<file path="config.mk">
export PLATFORM = sky130hd
export DESIGN_NAME = mem_port_ctrl
export DESIGN_NICKNAME = d
export VERILOG_FILES = /design/src/rtl/mem_port_ctrl.sv
export SDC_FILE = /design/constraint.sdc
export NUM_CORES = 1
export LEC_CHECK = 0
export ABC_AREA = 0
export CORE_ASPECT_RATIO = 1.4
export CORE_UTILIZATION = 38
export CTS_BUF_LIST = sky130_fd_sc_hd__clkbuf_8
export CTS_CLUSTER_DIAMETER = 120
export DETAILED_ROUTE_END_ITERATION = 8
export PLACE_DENSITY_LB_ADDON = 0.1
export RECOVER_POWER = 100
export SKIP_LAST_GASP = 1
export SYNTH_ARGS = -nofsm -noshare
export SYNTH_HDL_FRONTEND = slang
export SYNTH_SLANG_ARGS = --single-unit
</file>
<file path="constraint.sdc">
create_clock -name clk -period 1.9 [get_ports clk]
set_clock_uncertainty 0.05 [all_clocks]
set_input_delay 0.57 -clock clk [delete_from_list [all_inputs] [get_ports clk]]
set_output_delay 0.57 -clock clk [all_outputs]
set_load 0.05 [all_outputs]
</file>
<file path="src/rtl/mem_port_ctrl.sv">
// mem_port_ctrl: load/store sequencer between the CPU datapath and port A of
// the 1024x16 dpram. It runs one request at a time through a fixed
// IDLE -> ACCESS -> WAIT -> RESP cycle. The extra WAIT state absorbs the
// RAM's registered read output.
// Optional build macro MEM_CTRL_MMIO_EN enables a memory-mapped I/O window
// at the top of the address space. When this macro is defined, the window
// maps loads to io_in and stores to the io_out register.
module mem_port_ctrl #(
    parameter int DATA_W = 16,
    parameter int RAM_AW = 10,
    parameter int ADDR_W = 16
) (
    input  logic              clk,
    input  logic              reset,
    input  logic              req,
    input  logic              we,
    input  logic [ADDR_W-1:0] addr,
    input  logic [DATA_W-1:0] wdata,
    output logic [DATA_W-1:0] rdata,
    output logic              ack,
    output logic              busy,
    output logic [RAM_AW-1:0] ram_addr,
    output logic              ram_we,
    output logic [DATA_W-1:0] ram_din,
    input  logic [DATA_W-1:0] ram_dout,
    input  logic [DATA_W-1:0] io_in,
    output logic [DATA_W-1:0] io_out
);

    typedef enum logic [1:0] {
        IDLE   = 2'd0,
        ACCESS = 2'd1,
        WAIT   = 2'd2,
        RESP   = 2'd3
    } state_t;

    state_t            state;
    logic [ADDR_W-1:0] addr_q;
    logic              we_q;
    logic [DATA_W-1:0] wdata_q;
    logic              io_hit;
    logic [DATA_W-1:0] load_val;

    // The I/O window is every address whose bits above the RAM index are all ones.
    function automatic logic window_hit(input logic [ADDR_W-1:0] a);
        return &a[ADDR_W-1:RAM_AW];
    endfunction

    // The RAM port always reflects the latched request. Upper address bits alias onto the RAM.
    assign ram_addr = addr_q[RAM_AW-1:0];
    assign ram_din  = wdata_q;

    // A write strobe is issued only in ACCESS, and never for an access that targets the I/O window.
    assign ram_we = (state == ACCESS) && we_q && !io_hit;

`ifdef MEM_CTRL_MMIO_EN
    logic [DATA_W-1:0] io_out_q;

    assign io_hit   = window_hit(addr_q);
    assign load_val = io_hit ? io_in : ram_dout;
    assign io_out   = io_out_q;

    // I/O output register: loaded by a store into the window when WAIT exits.
    always_ff @(posedge clk or posedge reset) begin
        if (reset) begin
            io_out_q <= '0;
        end else if (state == WAIT && we_q && io_hit) begin
            io_out_q <= wdata_q;
        end
    end
`else
    logic unused_io;

    assign io_hit    = 1'b0;
    assign load_val  = ram_dout;
    assign io_out    = '0;
    // Without the window the input bus and the upper address bits have no consumer.
    assign unused_io = ^{io_in, addr_q[ADDR_W-1:RAM_AW], window_hit(addr_q)};
`endif

    // Request sequencer: latch in IDLE, then run a fixed four-cycle access with registered ack, busy and rdata.
    always_ff @(posedge clk or posedge reset) begin
        if (reset) begin
            state   <= IDLE;
            addr_q  <= '0;
            we_q    <= 1'b0;
            wdata_q <= '0;
            rdata   <= '0;
            ack     <= 1'b0;
            busy    <= 1'b0;
        end else begin
            ack <= 1'b0;
            case (state)
                IDLE: begin
                    if (req) begin
                        addr_q  <= addr;
                        we_q    <= we;
                        wdata_q <= wdata;
                        busy    <= 1'b1;
                        state   <= ACCESS;
                    end
                end
                ACCESS: begin
                    state <= WAIT;
                end
                WAIT: begin
                    // ram_dout now shows the word addressed during ACCESS.
                    if (!we_q) begin
                        rdata <= load_val;
                    end
                    ack   <= 1'b1;
                    state <= RESP;
                end
                RESP: begin
                    busy  <= 1'b0;
                    state <= IDLE;
                end
                default: begin
                    busy  <= 1'b0;
                    state <= IDLE;
                end
            endcase
        end
    end

endmodule

</file>
=== Word-level counts from Yosys, hierarchy flattened ===
Index checks and enable logic that the tools add are counted.
W data, S select, Z words.

* Output and inout bits: 61
* Bits in registers: 47

* Bitwise logic cells: 1
* Reductions and logical operators: 6
* Equal/unequal tests: 4
* Muxes and demuxes: 5

{| class="wikitable"
|+ Operators by type and width
! operator !! count
|-
| $pmux W2 S4 || 1
|-
| $reduce_and A2 Y1 || 3
|-
| $eq A2 B2 Y1 const B || 2
|-
| $eq A2 B1 Y1 const B || 1
|-
| $logic_not A2 Y1 || 1
|-
| $mux W1 || 2
|-
| $mux W2 || 1
|-
| $ne A2 B2 Y1 const B || 1
|-
| $pmux W1 S2 || 1
|-
| $reduce_bool A2 Y1 || 1
|-
| $logic_and A1 B1 Y1 || 1
|-
| $not A1 Y1 || 1
|}

=== Logic depth before layout (Yosys ltp) ===
Gate-level depths: netlist (run 1).

* Depth after elaboration: 3
* Mapped depth: 6

=== Worst setup path before layout (run 1) ===
No wires, ideal clock.

* Kind: reg2out
* Start: reg state[1]
* End: out ram_we
* Data required time: 1.280 ns
* Stages on the path, launching flop included: 4
* Buffers on the path: 0
* Path slack: 0.247 ns
* Arrival time: 1.033 ns
* Path through: dfrtp_1 inv_1 ha_1 and2_1

* Cells in the longest elaborated chain, start to end: 2

{| class="wikitable"
|+ Ends and longest elaborated chain
! what !! RTL line !! source
|-
| start: declaration || 37 || <nowiki>state_t state;</nowiki>
|-
| start signal: assignment || 84 || <nowiki>state <= IDLE;</nowiki>
|-
| start signal: assignment || 100 || <nowiki>state <= ACCESS;</nowiki>
|-
| start signal: assignment || 104 || <nowiki>state <= WAIT;</nowiki>
|-
| $eq A2 B1 Y1 || 54 || <nowiki>assign ram_we = (state == ACCESS) && we_q && !io_hit;</nowiki>
|-
| $logic_and A1 B1 Y1 || 54 ||
|-
| end: declaration || 23 || <nowiki>output logic ram_we,</nowiki>
|}

Every way passes these cells.

=== Worst setup path in the final report (run 1) ===
Same ends and word-level chain as after synthesis.

==> out/summary.txt, run 1 <==
Status: complete, no violations
Hpwl dp: 3.30 mm
Post-Syn Instances: 130
Hold/Removal Path Class: register to register
Final setup TNS: 0 ns
Post-detailed-route count of antenna-violating nets: 0
# H-tree levels: 2
Hold-fix buffers, CTS: 0
Remaining DRCs: 0
Diode count: 0
Mapped Area: 2120 um^2
Vias per cell: 4.33
Later-pin clock latency in the skew report: 0.29 ns
Post-synthesis sequential area ratio: 0.555
Initial Utilization: 0.402
Yosys warns: 0
R2R Setup Slk: 0.15 ns
Io pins: 129
Async SR Flop Fraction: 1.00
First-pass GRT wire length: 6.98 mm
Port Buffers: 90
Initial antenna violation count: 0
WHS Path Cells: 1
Critical path class: register to output port
Worst rel slew slack: 0.612
Clk root buf: clkbuf_8
Crit path buf inv count: 2
GPL Wtd Cong: 0.682
Endpoints failing hold: 0
Total track usage: 0.156
Final setup fails: 0
Synth-to-layout area growth: 34.9%
Reg2reg path depth: 5
Largest delay share family, worst path: flip-flops
Routed vias: 1,283
Data arrival, critical path: 1.22 ns
Slowest CP cell: dfrtp_1
Final worst slack: 0.0556 ns
Prevailing post-synth register cell: dfrtp_1
Drt initial violations: 31
Clock period minus worst slack: 1.84 ns
Pin count of the biggest net entering global routing: 35
Synth area leader: dfrtp_1
Vias in the first global route: 1,413
Final period util: 0.971
Post-synth EDFFs: 0
DRT Wirelength: 4.22 mm
Hold path startpoint: rdata[13]
Top post-synthesis cells by area: dfrtp_1 (56%), mux2_4 (21%), mux2_2 (7.4%), buf_4 (5.7%), ha_1 (3.5%)
Static Leakage: 1.40 nW
Total grt overflow: 0
Worst slack, placed: 0.00440 ns
Most common cell after layout, fill and taps aside: dfrtp_1
CP Capture Type: output port
Pwr per Cell Area: 2070 nW/um^2
Crit path depth: 4
Critical path's largest stage delay: 0.39 ns
Wire per inst: 14.3 um
Syn Area/Cell: 16.3 um^2
Clock buffer depth: 2
Unique masters post-synth: 15
CTS Sinks: 47
Fill count: 502
Final slew viol count: 0
CTS tree: built
Startpoint class of the critical path: register
Reg2reg start: state[0]
WHS Endpoint: rdata[13]
FMAX: 542 MHz
DIE HEIGHT: 90.3 um
Worst-margin pin slew: 0.585 ns
Most frequent cells in the layout: dfrtp_1 (47), clkdlybuf4s50_1 (44), clkbuf_2 (44)
Share of post-route cells with drive strength above 1: 0.383
CTS Buf Count: 5
Multi-input logic area: 749 um^2
Nets@finish: 304
First-pass DRT Iterations: 3
Clock slew at reported path FFs: 0.08 ns
Crit-path max FO: 3
Die Area: 5880 um^2
Worst VDD drop: 829 uV
Required time of the critical path: 1.28 ns
CP Cell Sequence: inv_1, ha_1, and2_4, buf_6
Chip Width: 65.1 um
Synth top area share: 0.555
Core area: 5280 um^2
Row count: 31
Storage cell area: 1180 um^2
Unrepaired setup endpoints after global routing: false
Max-cap viol count: 0
RR Endpoint: addr_q[2]
Yosys reg bits: 47
Final Hold Slack: 0.441 ns
==> sequential cells by signal, summed over array words and instances, names as in the netlist <==
register,count
ack,1
addr_q,10
busy,1
ram_din,16
rdata,16
state,2
we_q,1
==> what timing repair did <==
item	in CTS	in global routing
resized for setup	0	1
endpoints found under the hold margin	0	0
setup endpoints to repair	1	1
buffers inserted	1	0
==> kinds of logic after synthesis <==
group,synth area share
adder cells (fa/ha/maj),0.0354
AND/OR/NAND/NOR,0.0195
flip-flops,0.555
other,0.00177
multiplexers,0.301
buffers and inverters,0.0868
==> power breakdown <==
part | internal (mW) | switching, mW
sequential | 1.52 | 0.276
clock | 0.286 | 0.303
combinational | 1.10 | 2.43
total | 2.91 | 3.01
==> routing by layer <==
layer	GRT usage	vias up	wire length, um
li1	-	600	-
met5	0	-	0
met1	0.183	634	1640
met2	0.275	43	2340
met3	0.0354	6	177
met4	0.0489	0	57
==> stage by stage <==
step                      instances  total power, mW   util  cell area (um^2)
final                           296             5.92  0.542              2860
after global routing            296             6.23  0.542              2860
after CTS                       296             6.59  0.585              3090
after detailed placement        288             5.95  0.567              2990
after global placement          288             5.87  0.567              2990
after floorplan                 145             4.78      -              2170
==> synthesized netlist by cell type, types with 3 or more instances <==
master    n
dfrtp_1  47
mux2_4   30
buf_4    16
mux2_2   14
ha_1      6
inv_1     4
buf_6     3
mux2i_1   3
==> area by class of cell <==
cell class                      instances  area share
Sequential cell                        47       0.412
Multi-Input combinational cell         74       0.262
Timing Repair Buffer                   98       0.261
Clock buffer                            6      0.0289
Tap cell                               66      0.0289
Inverter                                4     0.00525
Clock inverter                          1     0.00175
==> worst max-delay path by stage <==
stage | startpoint | to | slack (ns)
after floorplan | reset | ack | 0.16
after global placement | req | state[1] | 0.03
after detailed placement | req | state[1] | 0.004
after CTS | state[0] | ram_we | 0.01
after global routing | state[1] | ram_we | 0.007
final | state[1] | ram_we | 0.06
No activity file was read; power rests on OpenSTA's default activity.
==> run 2, diff against run 1 <==
--- a/config.mk
+++ b/config.mk
@@ -6,7 +6,7 @@
 export NUM_CORES = 1
 export LEC_CHECK = 0
 export ABC_AREA = 0
-export CORE_ASPECT_RATIO = 1.4
+export CORE_ASPECT_RATIO = 1.5
 export CORE_UTILIZATION = 38
 export CTS_BUF_LIST = sky130_fd_sc_hd__clkbuf_8
 export CTS_CLUSTER_DIAMETER = 120
==> run 2 against run 1 <==
Die area is essentially flat. Routed wire length is 2.7% higher. Worst setup slack better by 0.034 ns. Combinational power increased by 3%. Non-clock buffer count up 4. Sequential power about the same. Utilization increased by 1.6 points. Maximum frequency increased by 1.9%. Clock-buffer cell count stayed put. Flip-flop and latch count stayed put. Hold slack gained 0.0034 ns. Critical endpoint unchanged. Largest power group unchanged.
==> out/summary.txt, run 2 (synthesis results as in run 1) <==
Final Hold Slack: 0.444 ns
Required time of the critical path: 1.28 ns
Data arrival, critical path: 1.19 ns
Hold-fix buffers, CTS: 0
Critical path's largest stage delay: 0.40 ns
Final slew viol count: 0
Drt initial violations: 42
Initial Utilization: 0.404
Vias per cell: 4.36
DRT Wirelength: 4.34 mm
R2R Setup Slk: 0.15 ns
Power, Total: 6.07 mW
FMAX: 553 MHz
Vias in the first global route: 1,380
Total track usage: 0.155
CTS Sinks: 47
Final period util: 0.953
Final setup TNS: 0 ns
Unrepaired setup endpoints after global routing: false
Final worst slack: 0.0901 ns
Worst-margin pin slew: 1.04 ns
Routed vias: 1,321
CP Cell Sequence: inv_2, ha_1, and2_4, buf_12
Clk root buf: clkbuf_8
First-pass GRT wire length: 6.96 mm
CTS Buf Count: 5
Startpoint class of the critical path: register
Nets@finish: 308
Clock slew at reported path FFs: 0.09 ns
Pwr per Cell Area: 2080 nW/um^2
DIE HEIGHT: 93.4 um
Static Leakage: 1.44 nW
Most common cell after layout, fill and taps aside: dfrtp_1
Io pins: 129
Pin count of the biggest net entering global routing: 48
Final setup fails: 0
Wire per inst: 14.3 um
First-pass DRT Iterations: 2
Chip Width: 63.0 um
Worst slack, placed: 0.0146 ns
Hold/Removal Path Class: register to register
Post-detailed-route count of antenna-violating nets: 0
Total grt overflow: 0
Diode count: 0
Remaining DRCs: 0
# H-tree levels: 2
Max-cap viol count: 0
Hpwl dp: 3.27 mm
Port Buffers: 90
Core area: 5250 um^2
Synth-to-layout area growth: 38.0%
Clock buffer depth: 2
Worst rel slew slack: 0.306
CTS tree: built
Status: complete, no violations
Row count: 32
Clock period minus worst slack: 1.81 ns
GPL Wtd Cong: 0.732
Share of post-route cells with drive strength above 1: 0.421
Slowest CP cell: dfrtp_1
Endpoints failing hold: 0
Most frequent cells in the layout: dfrtp_1 (47), clkdlybuf4s50_1 (45), clkbuf_2 (45)
Later-pin clock latency in the skew report: 0.29 ns
Initial antenna violation count: 0
Crit-path max FO: 3
Worst VDD drop: 667 uV
CP Capture Type: output port
Die Area: 5880 um^2
Critical path class: register to output port
## run 2: final cells by class
class                      count  area [um^2]
clock buffer                   6         82.6
clock inverter                 2         16.3
fill                         495         2320
inverter                       4         15.0
multi-input combinational     74          776
sequential                    47         1180
tap                           68         85.1
timing repair buffer         102          772
## run 2: path summary, 6_finish.rpt
check                              to     start  depth (start not counted)
setup / recovery               ram_we  state[1]                          4
hold / removal               rdata[6]  rdata[6]                          1
setup reg to reg           ram_din[4]  state[0]                          6
hold reg to reg              rdata[6]  rdata[6]                          1
max in group asynchronous   rdata[10]     reset                          3
min in group asynchronous   addr_q[2]     reset                          3
## run 2: through the flow
stage	utilization	std cells	cell area [um^2]
after floorplan	-	145	2170
after global routing	0.557	303	2920
after CTS	0.594	303	3120
after global placement	0.573	293	3000
after detailed placement	0.573	293	3000
final	0.557	303	2920
## run 2: routing by layer
| metal | GRT usage | share of wire | up-vias |
|---|---|---|---|
| li1 | - | - | 608 |
| met1 | 0.189 | 0.39 | 654 |
| met2 | 0.261 | 0.54 | 53 |
| met3 | 0.0390 | 0.055 | 6 |
| met4 | 0.0581 | 0.015 | 0 |
| met5 | 0 | 0 | - |
## run 2: timing repair
item / 4_1_cts / 5_1_grt
pin swaps: 0 / 0
endpoints found under the setup margin: 1 / 1
resized for setup: 0 / 2
endpoints found under the hold margin: 0 / 0
setup buffers: 2 / 0
## run 2: report_power, final
group / switching [mW] / internal (mW) / leakage, nW
Clock: 0.343 / 0.297 / 0.0474
Sequential: 0.273 / 1.52 / 0.552
Combinational: 2.45 / 1.19 / 0.837
Total: 3.07 / 3.01 / 1.44
## run 2: worst max-delay path: cells and delay by family (launching register included)
kind | cells | cell delay (ns)
buffers and inverters | 2 | 0.21
adders and majority gates | 1 | 0.15
DFF | 1 | 0.40
and+or+nand+nor | 1 | 0.15
==> run 3, diff against run 2 <==
--- a/config.mk
+++ b/config.mk
@@ -7,11 +7,12 @@
 export LEC_CHECK = 0
 export ABC_AREA = 0
 export CORE_ASPECT_RATIO = 1.5
+export CORE_MARGIN = 1.5
 export CORE_UTILIZATION = 38
 export CTS_BUF_LIST = sky130_fd_sc_hd__clkbuf_8
 export CTS_CLUSTER_DIAMETER = 120
 export DETAILED_ROUTE_END_ITERATION = 8
-export PLACE_DENSITY_LB_ADDON = 0.1
+export PLACE_DENSITY_LB_ADDON = 0.15
 export RECOVER_POWER = 100
 export SKIP_LAST_GASP = 1
 export SYNTH_ARGS = -nofsm -noshare
==> run 3 against run 2 <==
Clock-buffer cell count fell by 1. Utilization shrank 2.7 points. Global-route usage decreased by 0.88 points. Routed wire length down 4.2%. Largest power group unchanged. Critical endpoint unchanged.
==> out/summary.txt, run 3 (synthesis results as in run 1) <==
Status: complete, no violations
Final slew viol count: 0
Crit-path max FO: 3
Final setup TNS: 0 ns
Diode count: 0
Unrepaired setup endpoints after global routing: false
Pwr per Cell Area: 2110 nW/um^2
Drt initial violations: 41
CTS tree: built
Chip Width: 64.0 um
Static Leakage: 1.36 nW
Wire per inst: 13.8 um
CP Capture Type: output port
Critical path class: register to output port
CTS Sinks: 47
Share of post-route cells with drive strength above 1: 0.338
Worst-margin pin slew: 1.01 ns
Hold/Removal Path Class: register to register
Initial Utilization: 0.392
Remaining DRCs: 0
DIE HEIGHT: 94.4 um
Finished Core Util: 0.530
Most frequent cells in the layout: dfrtp_1 (47), clkdlybuf4s50_1 (45), clkbuf_2 (45)
Synth-to-layout area growth: 35.3%
Core area: 5410 um^2
Row count: 33
Die Area: 6040 um^2
Most common cell after layout, fill and taps aside: dfrtp_1
Worst rel slew slack: 0.324
Clock period minus worst slack: 1.84 ns
Total grt overflow: 0
Worst VDD drop: 846 uV
CTS Buf Count: 5
First-pass GRT wire length: 6.71 mm
Nets@finish: 304
Max-cap viol count: 0
Routed vias: 1,286
Worst slack, placed: -0.0242 ns
Initial antenna violation count: 0
Later-pin clock latency in the skew report: 0.29 ns
Layout Cells excl Fill: 301
Hold-fix buffers, CTS: 0
Multi-input logic area: 701 um^2
# H-tree levels: 2
Final period util: 0.969
FMAX: 543 MHz
Total track usage: 0.146
Final Hold Slack: 0.442 ns
Clock slew at reported path FFs: 0.09 ns
Fill count: 502
Endpoints failing hold: 0
Vias per cell: 4.27
Pin count of the biggest net entering global routing: 48
First-pass DRT Iterations: 3
Data arrival, critical path: 1.22 ns
Port Buffers: 90
Vias in the first global route: 1,309
Hpwl dp: 3.20 mm
Storage cell area: 1180 um^2
Clk root buf: clkbuf_8
Clock buffer depth: 2
Required time of the critical path: 1.28 ns
DRT Wirelength: 4.15 mm
Startpoint class of the critical path: register
Final worst slack: 0.0582 ns
Final setup fails: 0
Placed Cells: 291
Post-detailed-route count of antenna-violating nets: 0
Io pins: 129
R2R Setup Slk: 0.16 ns
GPL Wtd Cong: 0.712
[run 3: changes by cell type in the layout (fill, tap and decap cells not counted), sizes merged]
cell / delta
clkinv: -1
buf: -3
bufinv: +2
clkbuf: -2
[run 3: timing repair]
action                     4_1_cts  5_1_grt
gates resized for setup          0        1
setup endpoints to repair        1        1
setup buffers                    1        1
[run 3: through the flow]
step	total power, mW	area, um^2
final	6.05	2870
after global routing	6.35	2870
after CTS	6.88	3130
after detailed placement	5.98	2990
after global placement	5.88	2990
after floorplan	4.78	2170
[run 3: worst max-delay path, stage by stage, from the launching register on]
cell and delay (ns):
dfrtp_1 0.42, ha_1 0.20, and2_1 0.16, buf_12 0.15
[run 3: routing by layer]
layer / global-route usage / part of all wire / vias to the layer above
met5: 0 / 0 / -
met4: 0.0543 / 0.017 / 0
met3: 0.0453 / 0.068 / 5
met2: 0.240 / 0.54 / 49
met1: 0.180 / 0.37 / 632
li1: - / - / 600
[run 3: final cells by class]
cell class,count,share of cell area
Sequential cell,47,0.410
Timing Repair Buffer,98,0.262
Inverter,4,0.00524
Tap cell,70,0.0306
Clock inverter,3,0.0236
Clock buffer,5,0.0240
Multi-Input combinational cell,74,0.244
[run 3: path summary, 6_finish.rpt]
path | from | endpoint | cells past startpoint
min in group asynchronous | reset | ram_din[5] | 3
hold / removal | rdata[14] | rdata[14] | 1
hold reg to reg | rdata[14] | rdata[14] | 1
max in group asynchronous | reset | rdata[9] | 3
setup / recovery | state[0] | ram_we | 3
setup reg to reg | state[0] | ram_din[13] | 5
[run 3: power by group]
part / switching [mW] / total, mW / internal (mW)
clock: 0.332 / 0.856 / 0.524
combinational: 2.41 / 3.41 / 0.991
sequential: 0.274 / 1.79 / 1.52
